`src/rtl/flag_stk_pkg.sv`:
```
// Shared types for the status-flag register and its shadow stack.
// Flag index constants, the stack operation encoding and the level-width helper.
package flag_stk_pkg;

    localparam int FLG_C = 0;
    localparam int FLG_Z = 1;

    typedef enum logic [1:0] {
        STK_NOP,
        STK_PUSH,
        STK_POP,
        STK_XCHG
    } stk_op_t;

    function automatic int lvl_w(input int depth);
        return $clog2(depth + 1);
    endfunction

endpackage

```
`src/rtl/flag_lifo.sv`:
```
// LIFO of saved flag words: DEPTH entries, stack pointer, full/empty status.
// Supports push, pop and an in-place exchange of the top entry.
module flag_lifo
    import flag_stk_pkg::*;
#(
    parameter int NUM_FLAGS = 2,
    parameter int DEPTH     = 4
) (
    input  logic                      clk,
    input  logic                      rst_n,
    input  stk_op_t                   op,
    input  logic [NUM_FLAGS-1:0]      wr_data,
    output logic [NUM_FLAGS-1:0]      top_data,
    output logic [lvl_w(DEPTH)-1:0]   lvl,
    output logic                      full,
    output logic                      empty
);

    localparam int LW = lvl_w(DEPTH);
    localparam int IW = (DEPTH > 1) ? $clog2(DEPTH) : 1;

    logic [LW-1:0]        lvl_reg;
    logic [LW-1:0]        lvl_next;
    logic [IW-1:0]        top_idx;
    logic [IW-1:0]        wr_idx;
    logic                 wr_en;
    logic [NUM_FLAGS-1:0] entry_q [DEPTH];

    assign full     = (lvl_reg == LW'(DEPTH));
    assign empty    = (lvl_reg == '0);
    assign lvl      = lvl_reg;
    // Index is forced to 0 when empty so the read never leaves the array.
    assign top_idx  = empty ? '0 : IW'(lvl_reg - LW'(1));
    assign top_data = entry_q[top_idx];

    always_comb begin
        lvl_next = lvl_reg;
        wr_en    = 1'b0;
        wr_idx   = IW'(lvl_reg);
        case (op)
            STK_PUSH: begin
                if (!full) begin
                    wr_en    = 1'b1;
                    lvl_next = lvl_reg + LW'(1);
                end
            end
            STK_POP: begin
                if (!empty) begin
                    lvl_next = lvl_reg - LW'(1);
                end
            end
            STK_XCHG: begin
                if (!empty) begin
                    wr_en  = 1'b1;
                    wr_idx = top_idx;
                end
            end
            default: ;
        endcase
    end

    always_ff @(posedge clk or negedge rst_n) begin
        if (!rst_n) begin
            lvl_reg <= '0;
        end else begin
            lvl_reg <= lvl_next;
        end
    end

    for (genvar gi = 0; gi < DEPTH; gi++) begin : g_entry
        logic [NUM_FLAGS-1:0] data_reg;

        always_ff @(posedge clk or negedge rst_n) begin
            if (!rst_n) begin
                data_reg <= '0;
            end else if (wr_en && (wr_idx == IW'(gi))) begin
                data_reg <= wr_data;
            end
        end

        assign entry_q[gi] = data_reg;
    end

endmodule

```
`src/rtl/flag_shadow_stack.sv`:
```
// CPU status-flag register with per-flag set/clear/load and a LIFO shadow stack.
// Define FLG_STK_ERR_EN to build the sticky {underflow, overflow} error bits.
module flag_shadow_stack
    import flag_stk_pkg::*;
#(
    parameter int NUM_FLAGS = 2,
    parameter int DEPTH     = 4
) (
    input  logic                      clk,
    input  logic                      rst_n,
    input  logic [NUM_FLAGS-1:0]      flg_set,
    input  logic [NUM_FLAGS-1:0]      flg_clr,
    input  logic [NUM_FLAGS-1:0]      flg_ld,
    input  logic [NUM_FLAGS-1:0]      flg_in,
    input  logic                      flg_push,
    input  logic                      flg_pop,
    output logic [NUM_FLAGS-1:0]      flags,
    output logic [lvl_w(DEPTH)-1:0]   stk_lvl,
    output logic                      stk_full,
    output logic                      stk_empty,
    output logic [1:0]                stk_err
);

    stk_op_t              op;
    logic                 pop_ok;
    logic [NUM_FLAGS-1:0] top_data;
    logic [NUM_FLAGS-1:0] flags_reg;

    // Push+pop on an empty stack degrades to a plain push.
    always_comb begin
        op = STK_NOP;
        case ({flg_push, flg_pop})
            2'b10:   op = STK_PUSH;
            2'b01:   op = STK_POP;
            2'b11:   op = stk_empty ? STK_PUSH : STK_XCHG;
            default: op = STK_NOP;
        endcase
    end

    assign pop_ok = ((op == STK_POP) || (op == STK_XCHG)) && !stk_empty;

    flag_lifo #(
        .NUM_FLAGS (NUM_FLAGS),
        .DEPTH     (DEPTH)
    ) u_lifo (
        .clk      (clk),
        .rst_n    (rst_n),
        .op       (op),
        .wr_data  (flags_reg),
        .top_data (top_data),
        .lvl      (stk_lvl),
        .full     (stk_full),
        .empty    (stk_empty)
    );

    for (genvar gi = 0; gi < NUM_FLAGS; gi++) begin : g_flag
        always_ff @(posedge clk or negedge rst_n) begin
            if (!rst_n) begin
                flags_reg[gi] <= 1'b0;
            end else if (flg_clr[gi]) begin
                flags_reg[gi] <= 1'b0;
            end else if (flg_set[gi]) begin
                flags_reg[gi] <= 1'b1;
            end else if (pop_ok) begin
                flags_reg[gi] <= top_data[gi];
            end else if (flg_ld[gi]) begin
                flags_reg[gi] <= flg_in[gi];
            end
        end
    end

    assign flags = flags_reg;

`ifdef FLG_STK_ERR_EN
    logic [1:0] err_reg;
    logic       overflow;
    logic       underflow;

    assign overflow  = (op == STK_PUSH) && stk_full;
    assign underflow = flg_pop && stk_empty;

    always_ff @(posedge clk or negedge rst_n) begin
        if (!rst_n) begin
            err_reg <= 2'b00;
        end else begin
            err_reg <= err_reg | {underflow, overflow};
        end
    end

    assign stk_err = err_reg;
`else
    assign stk_err = 2'b00;
`endif

endmodule
```
`config.mk`:
```
export PLATFORM = sky130hd
export DESIGN_NAME = flag_shadow_stack
export DESIGN_NICKNAME = d
export VERILOG_FILES = /design/src/rtl/flag_stk_pkg.sv /design/src/rtl/flag_lifo.sv /design/src/rtl/flag_shadow_stack.sv
export SDC_FILE = /design/constraint.sdc
export NUM_CORES = 1
export LEC_CHECK = 0
export ABC_AREA = 1
export CAP_MARGIN = 20
export CORE_MARGIN = 2
export CORE_UTILIZATION = 45
export DETAILED_ROUTE_END_ITERATION = 7
export GPL_TIMING_DRIVEN = 0
export PLACE_DENSITY = 0.73
export SKIP_CTS_REPAIR_TIMING = 1
export SLEW_MARGIN = 40
export SYNTH_ARGS = -nofsm -noshare
export SYNTH_HDL_FRONTEND = slang
export SYNTH_HIERARCHICAL = 1
export SYNTH_SLANG_ARGS = --single-unit
```
`constraint.sdc`:
```
create_clock -name clk -period 2.51 [get_ports clk]
set_input_delay 0.3765 -clock clk [delete_from_list [all_inputs] [get_ports clk]]
set_output_delay 0.3765 -clock clk [all_outputs]
set_load 0.02 [all_outputs]
```
==> impl_metrics.toml <==
[outcome]
outcome = "finished, final reports clean"

[place]
place_worst_setup_slack_ns = 0.1507
port_buffers = 18
dpl.cell_count = 185
gp_congestion = 0.8426
place_hpwl_um = 1674
placed_cell_area_mm2 = 0.001220

[power_and_ir_drop]
power_density_mw_per_mm2 = 1091
ir_drop_mv = 0.7862
leakage_nw = 0.6536

[clocking]
cts_buffers = 3
clockRootBuffer = "clkbuf_4"
clk_pin_slew_ns = 0.09
cts_htree_levels = 1
clock_latency_ns = 0.28
tritoncts = "built"
cts.path.max_buffers = 2
clock-sinks = 13

[timing]
final-hold-violation-count = 0
setup-tns-final_ns = 0
clock_skew_ns = 0.005470
fin_crit_ns = 2.389
max_freq_mhz = 418.6
drv_slew = 0
slew_headroom_pct = 60.96
fin_crit_sh_pct = 95.18
worst-slew-pin-transition_ns = 0.5838
setup_viol = 0
worst_slack_ns = 0.1211

[logic_synthesis]
ys_seq_elements = 13
synthCells = 138
synth_cell_type_count = 25
syn_area_per_cell_um2 = 7.253
yosysWarnings = 6
ys_seq_area_share_pct = 32.50
syn_area_mm2 = 0.001001

[layout]
fin_nets = 179
largest_reg_flops = 8
area_growth_syn_to_layout_pct = 25.25
drive_gt1_share_pct = 16.77
fin_area_mm2 = 0.001254
nFillCells = 208
mostFrequentLayoutCell = "nand2_1"
layout_common_cells = "nand2_1, inv_1, clkdlybuf4s50_1"
layout.cells.non_filler = 189
n_antenna_cell = 0

[global_route]
grt_overflow = 0
grt_pass1_wl_um = 3601
antenna_found_initial = 0
grt_max_degree = 14
grtUsageTotal_pct = 18.41
grt_pass1_vias = 859

[die]
coreArea_mm2 = 0.002148
io_pins = 21
die_x_um = 51.17
rows = 17
die-area_mm2 = 0.002618
initial_utilization_pct = 46.59
chipHeight_um = 51.17

[worst_hold_path]
hold_path_class = "in2async"

[setup_path]
criticalPathCategory = "reg2out"
cp.required_ns = 2.13
critPathCaptureType = "primary output"
cp-start-kind = "flip-flop"
worstPathMaxFanout = 6
critPathArrivalTime_ns = 2.01

[job]
maxCapViolations = 0

[routing]
routedWlPerCell_um = 11.01
routed_via_density = 4.820
wl_um = 2081
vias = 911
ant_nets = 0
drt-pass1-iter-count = 4
drcViolationCount = 0
drtIter0Drc = 21
[path summary, 6_finish.rpt]
path                       slack (ns)                                         to                                      start  depth (start not counted)
setup / recovery                 0.12                                  stk_empty                  u_lifo/lvl[0]$_DFFE_PN0P_                          5
hold / removal                   0.46  u_lifo/g_entry[1].data_reg[0]$_DFFE_PN0P_                                      rst_n                          1
setup reg to reg                 0.25  u_lifo/g_entry[3].data_reg[1]$_DFFE_PN0P_                  u_lifo/lvl[0]$_DFFE_PN0P_                         14
hold reg to reg                  0.49  u_lifo/g_entry[3].data_reg[0]$_DFFE_PN0P_  u_lifo/g_entry[3].data_reg[0]$_DFFE_PN0P_                          2
max in group asynchronous        1.66                       flags[1]$_DFFE_PN0P_                                      rst_n                          1
min in group clk                 0.49  u_lifo/g_entry[3].data_reg[0]$_DFFE_PN0P_  u_lifo/g_entry[3].data_reg[0]$_DFFE_PN0P_                          2
[cells in the mapped netlist (all sizes together)]
master	instances	area [um2]
mux2i	2	20.02
nand2	48	225.2
clkbuf	1	3.750
nand4	2	12.51
dfrtp	13	325.3
xor2	2	17.52
and2	1	6.260
nor2	9	41.29
or2	2	12.51
o211ai	2	15.01
nand3	11	65.06
o21ai	12	71.32
inv	22	82.58
a21oi	2	17.52
buf	2	15.01
ha	5	62.56
conb	1	3.750
clkinv	1	3.750
[power by group]
part	total, mW	internal, mW	switching [mW]
Sequential	0.381	0.291	0.0894
Clock	0.134	0.0616	0.0723
Combinational	0.854	0.346	0.508
Total	1.37	0.698	0.670
[worst max-delay path, stage by stage, from the launching register on]
cell	delay (ns)
dfrtp_1	0.45
inv_1	0.15
ha_2	0.24
inv_1	0.08
nor2_4	0.18
clkdlybuf4s50_1	0.64
[per-layer routing]
metal	part of all wire, %	GRT usage [%]	vias up	wire (um)
li1	-	-	471	-
met1	45	24.07	415	945
met2	50	30.74	23	1049
met3	3.8	3.509	2	79
met4	0.38	5.405	0	8
met5	0	0	-	0
[metrics by stage]
stage          hold slack (ns)  power (mW)  util [%]
3_3_place_gp            0.4585       1.196     56.79
2_1_floorplan          0.08091      0.9833         -
4_1_cts                 0.4914       1.357     58.01
3_5_place_dp            0.4659       1.215     56.79
5_1_grt                 0.5140       1.505     58.36
6_report                0.4605       1.368     58.36
[layout make-up]
type / instances / area [um2] / area share [%]
Buffer: 3 / 18.77 / 1.497
Multi-Input combinational cell: 100 / 581.8 / 46.41
Inverter: 23 / 86.33 / 6.886
Clock buffer: 4 / 26.28 / 2.096
Tap cell: 28 / 35.03 / 2.794
Timing Repair Buffer: 18 / 180.2 / 14.37
Sequential cell: 13 / 325.3 / 25.95
[logic make-up after synthesis]
logic type               after synthesis  synth area share (%)
AO/OA/AOI/OAI                         16                 10.38
multiplexers                           2                 2.000
AND/OR/NAND/NOR                       73                 36.25
XOR/XNOR                               2                 1.750
other                                  1                0.3746
flip-flops                            13                 32.50
buffers and inverters                 26                 10.50
adder cells (fa/ha/maj)                5                 6.250
Note: power is estimated with default switching activity, not from simulation.
